File: src/rtl/serial_adder.sv
// Bit-serial adder: adds two WIDTH-bit operands LSB-first, one bit per clock,
// with a start/busy/done handshake and a held sum/carry result register.
module serial_adder #(
    parameter int WIDTH = 8
) (
    input  logic             clk,
    input  logic             rst_n,
    input  logic             start,
    input  logic [WIDTH-1:0] A,
    input  logic [WIDTH-1:0] B,
    output logic             busy,
    output logic             done,
    output logic [WIDTH-1:0] sum,
    output logic             carry
);

    localparam int CW = (WIDTH > 1) ? $clog2(WIDTH) : 1;

    typedef enum logic [1:0] {
        S_IDLE = 2'd0,
        S_ADD  = 2'd1,
        S_DONE = 2'd2
    } state_t;

    state_t           state;
    state_t           state_nxt;
    logic [WIDTH-1:0] opa;
    logic [WIDTH-1:0] opb;
    logic [WIDTH-1:0] psum;
    logic [WIDTH-1:0] psum_nxt;
    logic             c;
    logic             c_nxt;
    logic             s;
    logic [CW-1:0]    count;
    logic             last;
    logic             accept;

    // Full adder on the current LSBs; the new bit enters the partial sum at the MSB.
    assign s        = opa[0] ^ opb[0] ^ c;
    assign c_nxt    = (opa[0] & opb[0]) | (c & (opa[0] ^ opb[0]));
    assign psum_nxt = (psum >> 1) | (WIDTH'(s) << (WIDTH - 1));
    assign last     = (count == CW'(WIDTH - 1));
    assign accept   = start && (state == S_IDLE || state == S_DONE);

    always_ff @(posedge clk or negedge rst_n) begin
        if (!rst_n) begin
            state <= S_IDLE;
        end else begin
            state <= state_nxt;
        end
    end

    always_comb begin
        state_nxt = state;
        case (state)
            S_IDLE:  if (start) state_nxt = S_ADD;
            S_ADD:   if (last)  state_nxt = S_DONE;
            S_DONE:  state_nxt = start ? S_ADD : S_IDLE;
            default: state_nxt = S_IDLE;
        endcase
    end

    always_comb begin
        busy = 1'b0;
        done = 1'b0;
        case (state)
            S_ADD:   busy = 1'b1;
            S_DONE:  done = 1'b1;
            default: ;
        endcase
    end

    always_ff @(posedge clk or negedge rst_n) begin
        if (!rst_n) begin
            opa   <= '0;
            opb   <= '0;
            psum  <= '0;
            c     <= 1'b0;
            count <= '0;
            sum   <= '0;
            carry <= 1'b0;
        end else if (accept) begin
            opa   <= A;
            opb   <= B;
            psum  <= '0;
            c     <= 1'b0;
            count <= '0;
        end else if (state == S_ADD) begin
            opa   <= opa >> 1;
            opb   <= opb >> 1;
            psum  <= psum_nxt;
            c     <= c_nxt;
            count <= count + CW'(1);
            // Result register only moves on the completion edge.
            if (last) begin
                sum   <= psum_nxt;
                carry <= c_nxt;
            end
        end
    end

endmodule

File: config.mk
export PLATFORM = sky130hd
export DESIGN_NAME = serial_adder
export DESIGN_NICKNAME = d
export VERILOG_FILES = /design/src/rtl/serial_adder.sv
export SDC_FILE = /design/constraint.sdc
export NUM_CORES = 1
export LEC_CHECK = 0
export ABC_AREA = 1
export CAP_MARGIN = 20
export CORE_ASPECT_RATIO = 0.8
export CORE_UTILIZATION = 30
export DETAILED_ROUTE_END_ITERATION = 6
export MAX_ROUTING_LAYER = met4
export PLACE_DENSITY = 0.5
export SLEW_MARGIN = 20
export SYNTH_ARGS = -nofsm -noshare
export SYNTH_HDL_FRONTEND = slang
export SYNTH_SLANG_ARGS = --single-unit
File: constraint.sdc
create_clock -name clk -period 1.3 [get_ports clk]
set_input_delay 0.325 -clock clk [delete_from_list [all_inputs] [get_ports clk]]
set_output_delay 0.325 -clock clk [all_outputs]
set_load 0.03 [all_outputs]
; ---- Word-level counts from Yosys, hierarchy flattened
; Index checks and enable logic that the tools add are counted.
[classes]
add_sub_neg = 1
n_mul = 0
div = 0
n_lt_le_gt_ge = 0
eq_ne = 5
shifts = 0
mux = 16
n_bitwise = 7
reduce_logical = 6
[ops]
columns = cell, n
row1 = $mux W8, 6
row2 = $or A7 B8 Y8, 1
row3 = $mux W3, 2
row4 = $pmux W2 S3, 1
row5 = $mux W1, 5
row6 = $mux W2, 2
row7 = $ne A2 B2 Y1 const B, 2
row8 = $add A3 B1 Y3 const B, 1
row9 = $eq A3 B3 Y1 const B, 1
row10 = $reduce_and A3 Y1, 1
row11 = $and A1 B1 Y1, 2
row12 = $eq A2 B1 Y1 const B, 1
row13 = $eq A2 B2 Y1 const B, 1
row14 = $logic_not A2 Y1, 1
row15 = $reduce_and A2 Y1, 1
row16 = $reduce_bool A2 Y1, 1
row17 = $xor A1 B1 Y1, 2
row18 = $logic_and A1 B1 Y1, 1
row19 = $logic_or A1 B1 Y1, 1
row20 = $not A1 Y1, 1
row21 = $or A1 B1 Y1, 1
[word_totals]
register_bits = 39
latchBits = 0
ramBits = 0
rom_bits = 0
input_bits = 19
out_inout_bits = 11
wordCells = 43
memories = 0

; ---- Longest topological paths before layout
; Gate-level depths: netlist (run 1).
[logic_depth]
word_depth = 5
ltp_mapped = 7
depth_no_buf = 6

; ---- Worst setup path before layout (run 1)
; OpenSTA, ideal clock, no wires.
[synth_timing]
path_kind = register to output
from = register state[0]
to = output port done
arrival_time_ps = 929
t_required_ps = 975
slack_ps = 46
stages_incl_launch_ff = 3
n_path_buf = 1
path_cell_list = dfrtp_1 -> buf_4 -> nor2_1
[synth_via]
elab_chain_len = 2
[synth_rtl]
columns = element, line_no
row1 = "start, declared", 25  ; state_t state;
row2 = "start signal, assigned", 49  ; state <= state_nxt;
row3 = $eq A2 B2 Y1, 66  ; case (state)
row4 = $mux W1, 66
row5 = "end, declared", 12  ; output logic done,
; No other way between the ends.

; ---- Worst setup path after layout (run 1)
[layout_timing]
from = register state[0]
to = output port busy
[layout_via]
elab_chain_len = 2
[layout_rtl]
columns = element, line_no
row1 = $eq A2 B1 Y1, 66
row2 = $mux W1, 66
row3 = "end, declared", 11  ; output logic busy,
; No other way between the ends.

==> impl_metrics.csv, run 1 <==
group,metric,value,unit
floorplanning,dieHeight,71.1,µm
routing,wl,3.98,mm
logic_synthesis,synth.yosys.seq_area_share,53.1,%
clock_network,cts.sinks,38,
routing,postRouteAntennaNets,0,
placed_design,dp_hpwl,2.55,mm
clock_network,cts_buffers,5,
setup_path,ff2ff_path_depth,6,
timing,setup_viol,2,
run,drv_cap,0,
global_routing,antenna_found_initial,0,
setup_path,cp.arrival,1.03,ns
placed_design,io_buffers,29,
logic_synthesis,syn-cell-area,0.00179,mm²
timing,fin_tns_setup,-0.0717,ns
final_layout,antenna_cells,0,
logic_synthesis,syn_area_per_cell,9.14,µm²
timing,worst_slew_pin_slew,0.367,ns
final_layout,design_area,0.00240,mm²
timing,hold_viol,0,
floorplanning,initial_core_util,31.9,%
setup_path,worstSetupPathType,"reg -> out",
clock_network,clkTransAtPathRegs,0.08,ns
run_status,failed_checks,"negative setup slack",
floorplanning,die_area,0.00629,mm²
final_layout,drive_gt1_share,24.8,%
power_and_ir_drop,power_density,2380,mW/mm²
setup_path,reg2reg_from,"state[0]$_DFFE_PN0P_",
routing,post_drt_wl_per_cell,12.4,µm
final_layout,final_util,42.8,%
setup_path,timing.rr.end,"opb[3]$_DFFE_PN0P_",
floorplanning,rows,24,
timing,setup_ws,-0.0510,ns
global_routing,grtUsageTotal,14.6,%
power_and_ir_drop,cellLeakagePower,1.19,nW
final_layout,layout.nets,263,
timing,slew_headroom,75.5,%
global_routing,grt_overflow,0,
logic_synthesis,syn_nets,218,
power_and_ir_drop,power,5.73,mW
timing,hold_slack,0.475,ns
routing,via_per_inst,4.36,
worst_hold_path,hp-class,"in -> async",
power_and_ir_drop,ir_drop,0.000824,V
clock_network,h-tree-depth,2,
timing,max_freq,740,MHz
floorplanning,num_io_pins,30,
placed_design,place_congestion,0.703,
timing,rsz0062_at_grt,"true",
final_layout,stdcell_count,320,
routing,drcViolationCount,0,
setup_path,regToRegSetupSlack,0.02,ns
final_layout,syn2layout_area_growth,34.1,%
clock_network,clkLatencyLatePin,0.29,ns
logic_synthesis,synth-edff-count,0,
floorplanning,core-area,0.00562,mm²
logic_synthesis,ys_ff_latch,38,
placed_design,dpl_cell_area,0.00216,mm²
placed_design,placedCellCount,303,
setup_path,crit_fanout,3,
timing,skew,0.00981,ns
logic_synthesis,synthCells,196,
logic_synthesis,synthFlopType,"dfrtp_1",
logic_synthesis,ys_warn_count,0,
setup_path,crit_path_start_kind,"register",
timing,min_period,1.35,ns
clock_network,cts_tree,"built",
clock_network,clock_path_buffers,2,
placed_design,dp_slack,-0.150,ns
run_status,status,"complete, but fails checks",
global_routing,grt_max_degree,26,
setup_path,worstSetupEndpointType,"output pin",
timing,finalMaxSlewViolations,0,
logic_synthesis,ys_async_sr_fraction,100,%
routing,vias,1396,
clock_network,clock-root-buffer,"clkbuf_8",
global_routing,grt_pass1_vias,1379,
floorplanning,die_w,88.4,µm
setup_path,required,0.98,ns
logic_synthesis,yosysUniqueCellTypes,18,
global_routing,grt_pass1_wl,6.72,mm
timing,timing.final.crit_share,104,%
routing,first_pass_iters,4,
routing,first_iter_violations,114,
## Yosys cell counts, types with 2 or more instances
cell type	instances	share of area, %
inv_2	2	0.42
nand3_1	31	8.7
nor2_4	3	1.9
dfrtp_1	38	53
buf_6	6	3.8
nand2_4	2	1.3
nand2_1	87	18
buf_4	2	0.84
inv_1	6	1.3
nand3_2	10	5.6
ha_1	2	1.4
## cell type report
| cell class | instances | area [µm²] |
|---|---|---|
| Sequential cell | 38 | 952 |
| Clock buffer | 8 | 110 |
| Multi-Input combinational cell | 141 | 733 |
| Tap cell | 78 | 97.6 |
| Fill cell | 580 | 3210 |
| Timing Repair Buffer | 47 | 478 |
| Inverter | 8 | 32.5 |
## how the worst max path moves through the flow
stage	startpoint	endpoint	slack [ns]	cells past startpoint
5_1_grt	state[0]$_DFFE_PN0P_	busy	-0.10	3
2_1_floorplan	state[0]$_DFFE_PN0P_	done	0.05	2
4_1_cts	state[0]$_DFFE_PN0P_	busy	-0.06	3
3_5_place_dp	start	opa[4]$_DFFE_PN0P_	-0.15	6
6_report	state[0]$_DFFE_PN0P_	busy	-0.05	3
3_3_place_gp	start	opb[4]$_DFFE_PN0P_	-0.13	6
## cells in the final DEF, fill, tap and decap left out, drive strengths merged
| cell type | instances |
|---|---|
| nand2 | 90 |
| nand3 | 41 |
| dfrtp | 38 |
| buf | 28 |
| clkdlybuf4s50 | 17 |
| clkbuf | 9 |
| inv | 8 |
| nor2 | 5 |
| o21ai | 2 |
| ha | 2 |
| fa | 1 |
| dlygate4sd3 | 1 |
## sequential cells by signal, summed over array words and instances, names as in the netlist
| register | flops |
|---|---|
| c | 1 |
| carry | 1 |
| count | 3 |
| opa | 8 |
| opb | 8 |
| psum | 7 |
| state | 2 |
| sum | 8 |
## critical path, cell delays in order (launching register included)
cell and delay [ns]:
dfrtp_2 0.43, inv_4 0.05, nor2_4 0.11, buf_6 0.14
## report_power, final
part	switching [mW]	total (mW)	internal, mW
combinational	1.53	2.69	1.16
clock	0.406	0.941	0.536
sequential	0.366	2.10	1.74
total	2.30	5.73	3.43
## routing by layer
metal  GRT usage (%)  vias up  wire length [µm]
met1            20.6      652              2080
li1                -      713                 -
met5               -        -                 0
met3            3.97        8               157
met2            20.3       23              1680
met4            4.84        0                60
## logic make-up (layout without fill, tap and decap cells)
group | Yosys count | in the layout | synth area share [%]
buffers and inverters | 18 | 63 | 7.68
AND/OR/NAND/NOR | 135 | 136 | 36.2
adder cells (fa/ha/maj) | 3 | 3 | 2.51
flip-flops | 38 | 38 | 53.1
AO/OA/AOI/OAI | 2 | 2 | 0.558
## repair_timing
action / in CTS / in global routing
hold endpoints to repair: 13 / 0
setup buffers: 4 / 2
gates cloned: 0 / 2
pin swaps: 2 / 3
endpoints found under the setup margin: 3 / 24
gates resized for setup: 3 / 9
hold buffers: 1 / 0
Note: power is estimated with default switching activity, not from simulation.
==> run 2, diff against run 1 <==
--- a/config.mk
+++ b/config.mk
@@ -5,14 +5,12 @@
 export SDC_FILE = /design/constraint.sdc
 export NUM_CORES = 1
 export LEC_CHECK = 0
-export ABC_AREA = 1
 export CAP_MARGIN = 20
 export CORE_ASPECT_RATIO = 0.8
 export CORE_UTILIZATION = 30
 export DETAILED_ROUTE_END_ITERATION = 6
 export MAX_ROUTING_LAYER = met4
 export PLACE_DENSITY = 0.5
-export SLEW_MARGIN = 20
 export SYNTH_ARGS = -nofsm -noshare
 export SYNTH_HDL_FRONTEND = slang
 export SYNTH_SLANG_ARGS = --single-unit
==> run 2 against run 1 <==
  * The flow still finishes with violations (negative setup slack)
  * Highest routed layer unchanged
  * Non-clock buffer count grew 13
  * Fmax down 6.8%
  * Critical endpoint is now psum[7]$_DFFE_PN0P_
  * Clock power increased by 8%
  * Critical path depth stayed put
  * Final cell count fell by 13%
  * Worst hold slack improved by 0.017 ns
  * First-iteration DRC count shrank 82%
==> impl_metrics.csv, run 2 <==
group,metric,value,unit
run_status,status,"complete, but fails checks",
run_status,failed_checks,"negative setup slack",
routing,wl,3.76,mm
global_routing,grt_max_degree,25,
logic_synthesis,synth.most_common_cell,"dfrtp_1",
setup_path,crit_fanout,2,
routing,dr_wl_met3,138,µm
final_layout,multi_input_area,861,µm²
global_routing,antenna_found_initial,0,
setup_path,cp.arrival,1.63,ns
routing,met1_length,1.81,mm
setup_path,crit_path_start_kind,"register",
logic_synthesis,synthFlopType,"dfrtp_1",
routing,postRouteAntennaNets,0,
clock_network,clkLatencyLatePin,0.29,ns
worst_hold_path,hp-class,"in -> async",
final_layout,regArea,952,µm²
timing,worst_slew_pin_slew,0.386,ns
floorplanning,core-area,0.00559,mm²
global_routing,grt_pass1_wl,6.33,mm
logic_synthesis,synth.yosys.seq_area_share,53.4,%
placed_design,dp_hpwl,2.54,mm
logic_synthesis,ys_warn_count,0,
timing,max_freq,690,MHz
routing,vias,1286,
timing,skew,0.00849,ns
clock_network,cts_tree,"built",
placed_design,io_buffers,29,
timing,timing.final.crit_share,111,%
global_routing,grtUsageTotal,13.9,%
logic_synthesis,yosys.area.top_type_share,53.4,%
power_and_ir_drop,power,6.50,mW
final_layout,nFillCells,535,
logic_synthesis,synth-edff-count,0,
floorplanning,die_w,88.1,µm
setup_path,worstSetupPathType,"reg -> reg",
final_layout,layout.nets,222,
global_routing,grt_pass1_vias,1333,
final_layout,final_cell_mix,"dfrtp_1, buf_4, clkdlybuf4s50_1, mux2_4, a22o_1",
routing,dr_wl_met2,1.77,mm
logic_synthesis,syn-cell-area,0.00178,mm²
logic_synthesis,syn_nets,164,
logic_synthesis,syn_area_per_cell,12.5,µm²
final_layout,design_area,0.00259,mm²
clock_network,h-tree-depth,2,
power_and_ir_drop,ir_drop,0.00102,V
setup_path,required,1.48,ns
power_and_ir_drop,cellLeakagePower,1.16,nW
power_and_ir_drop,power_density,2510,mW/mm²
logic_synthesis,synth_commonest_cells,"dfrtp_1, a22o_1, nor2_1",
final_layout,drive_gt1_share,43.5,%
logic_synthesis,synthCells,142,
logic_synthesis,synth_area_leader_cell,"dfrtp_1",
timing,min_period,1.45,ns
logic_synthesis,ys_ff_latch,38,
final_layout,syn2layout_area_growth,45.6,%
final_layout,stdcell_count,278,
clock_network,clock_path_buffers,2,
timing,slew_headroom,74.3,%
floorplanning,num_io_pins,30,
logic_synthesis,ys_top_cells_by_area,"dfrtp_1, mux2_4, a22o_1",
logic_synthesis,ys_async_sr_fraction,100,%
timing,rsz0062_at_grt,"true",
clock_network,clkTransAtPathRegs,0.08,ns
floorplanning,die_area,0.00624,mm²
routing,post_drt_wl_per_cell,13.5,µm
final_layout,layout_commonest_cell,"dfrtp_1",
placed_design,place_congestion,0.809,
floorplanning,rows,24,
routing,top_layer,"met4",
timing,setup_viol,9,
floorplanning,dieHeight,70.9,µm
run,drv_cap,0,
routing,first_iter_violations,21,
timing,setup_ws,-0.149,ns
placed_design,dpl_cell_area,0.00228,mm²
final_layout,top_regs,"opa: 8 flops, opb: 8 flops, sum: 8 flops",
clock_network,cts_buffers,5,
setup_path,worstSetupEndpointType,"register",
timing,finalMaxSlewViolations,0,
routing,via_per_inst,4.63,
clock_network,clock-root-buffer,"clkbuf_8",
clock_network,cts.sinks,38,
final_layout,antenna_cells,0,
placed_design,placedCellCount,261,
global_routing,grt_overflow,0,
floorplanning,initial_core_util,31.9,%
timing,hold_viol,0,
routing,drcViolationCount,0,
routing,first_pass_iters,4,
logic_synthesis,yosysUniqueCellTypes,29,
[run 2: logic make-up (layout without fill, tap and decap cells)]
group / count (synthesis) / count (layout) / synth area share (%)
compound gates: 32 / 32 / 12.7
fa+ha+maj: 3 / 3 / 2.53
buf+inv: 12 / 69 / 4.22
flops: 38 / 38 / 53.4
mux: 24 / 24 / 16.7
simple gates: 33 / 34 / 10.4
[run 2: per-stage QoR]
step | hold WS (ns) | setup WS, ns | utilization [%] | setup TNS (ns)
after floorplan | 0.0294 | -0.133 | - | -0.153
after CTS | 0.511 | -0.161 | 44.7 | -0.635
after detailed placement | 0.275 | -0.260 | 40.8 | -5.75
final | 0.493 | -0.149 | 46.4 | -0.497
after global routing | 0.516 | -0.176 | 46.4 | -0.889
after global placement | 0.271 | -0.234 | 40.8 | -5.13
[run 2: timing repair]
item	in CTS	in global routing
cloned	1	0
gates resized for setup	11	15
pin swaps	2	3
setup buffers	5	4
endpoints found under the setup margin	14	32
hold endpoints to repair	14	0
hold buffers	1	0
[run 2: routing by layer]
metal | track usage, % | vias to the layer above
met3 | 3.50 | 5
met5 | - | -
met2 | 21.8 | 27
li1 | - | 632
met1 | 17.4 | 622
met4 | 4.84 | 0
[run 2: power breakdown]
group          internal (mW)  switching, mW  total [mW]
Clock                  0.614          0.410        1.02
Sequential              1.74          0.413        2.16
Combinational           1.88           1.44        3.32
[run 2: final timing paths]
kind / start / to / slack, ns / depth (start not counted)
setup / recovery: opb[0]$_DFFE_PN0P_ / psum[7]$_DFFE_PN0P_ / -0.15 / 3
hold / removal: rst_n / opa[2]$_DFFE_PN0P_ / 0.49 / 2
setup reg to reg: opb[0]$_DFFE_PN0P_ / psum[7]$_DFFE_PN0P_ / -0.15 / 3
hold reg to reg: sum[2]$_DFFE_PN0P_ / sum[2]$_DFFE_PN0P_ / 0.51 / 1
max in group asynchronous: rst_n / state[0]$_DFFE_PN0P_ / 0.34 / 3
min in group clk: sum[2]$_DFFE_PN0P_ / sum[2]$_DFFE_PN0P_ / 0.51 / 1
[run 2: area by class of cell]
type	instances	area share, %
tap	78	3.77
timing repair buffer	60	21.3
clock inverter	1	1.16
inverter	2	0.580
sequential	38	36.8
multi-input combinational	93	33.2
clock buffer	6	3.19
[run 2: worst max-delay path, cell delays in order, from the launching register on]
cell     delay (ns)
dfrtp_1        0.40
fa_2           0.47
mux2_4         0.27
a22o_1         0.20
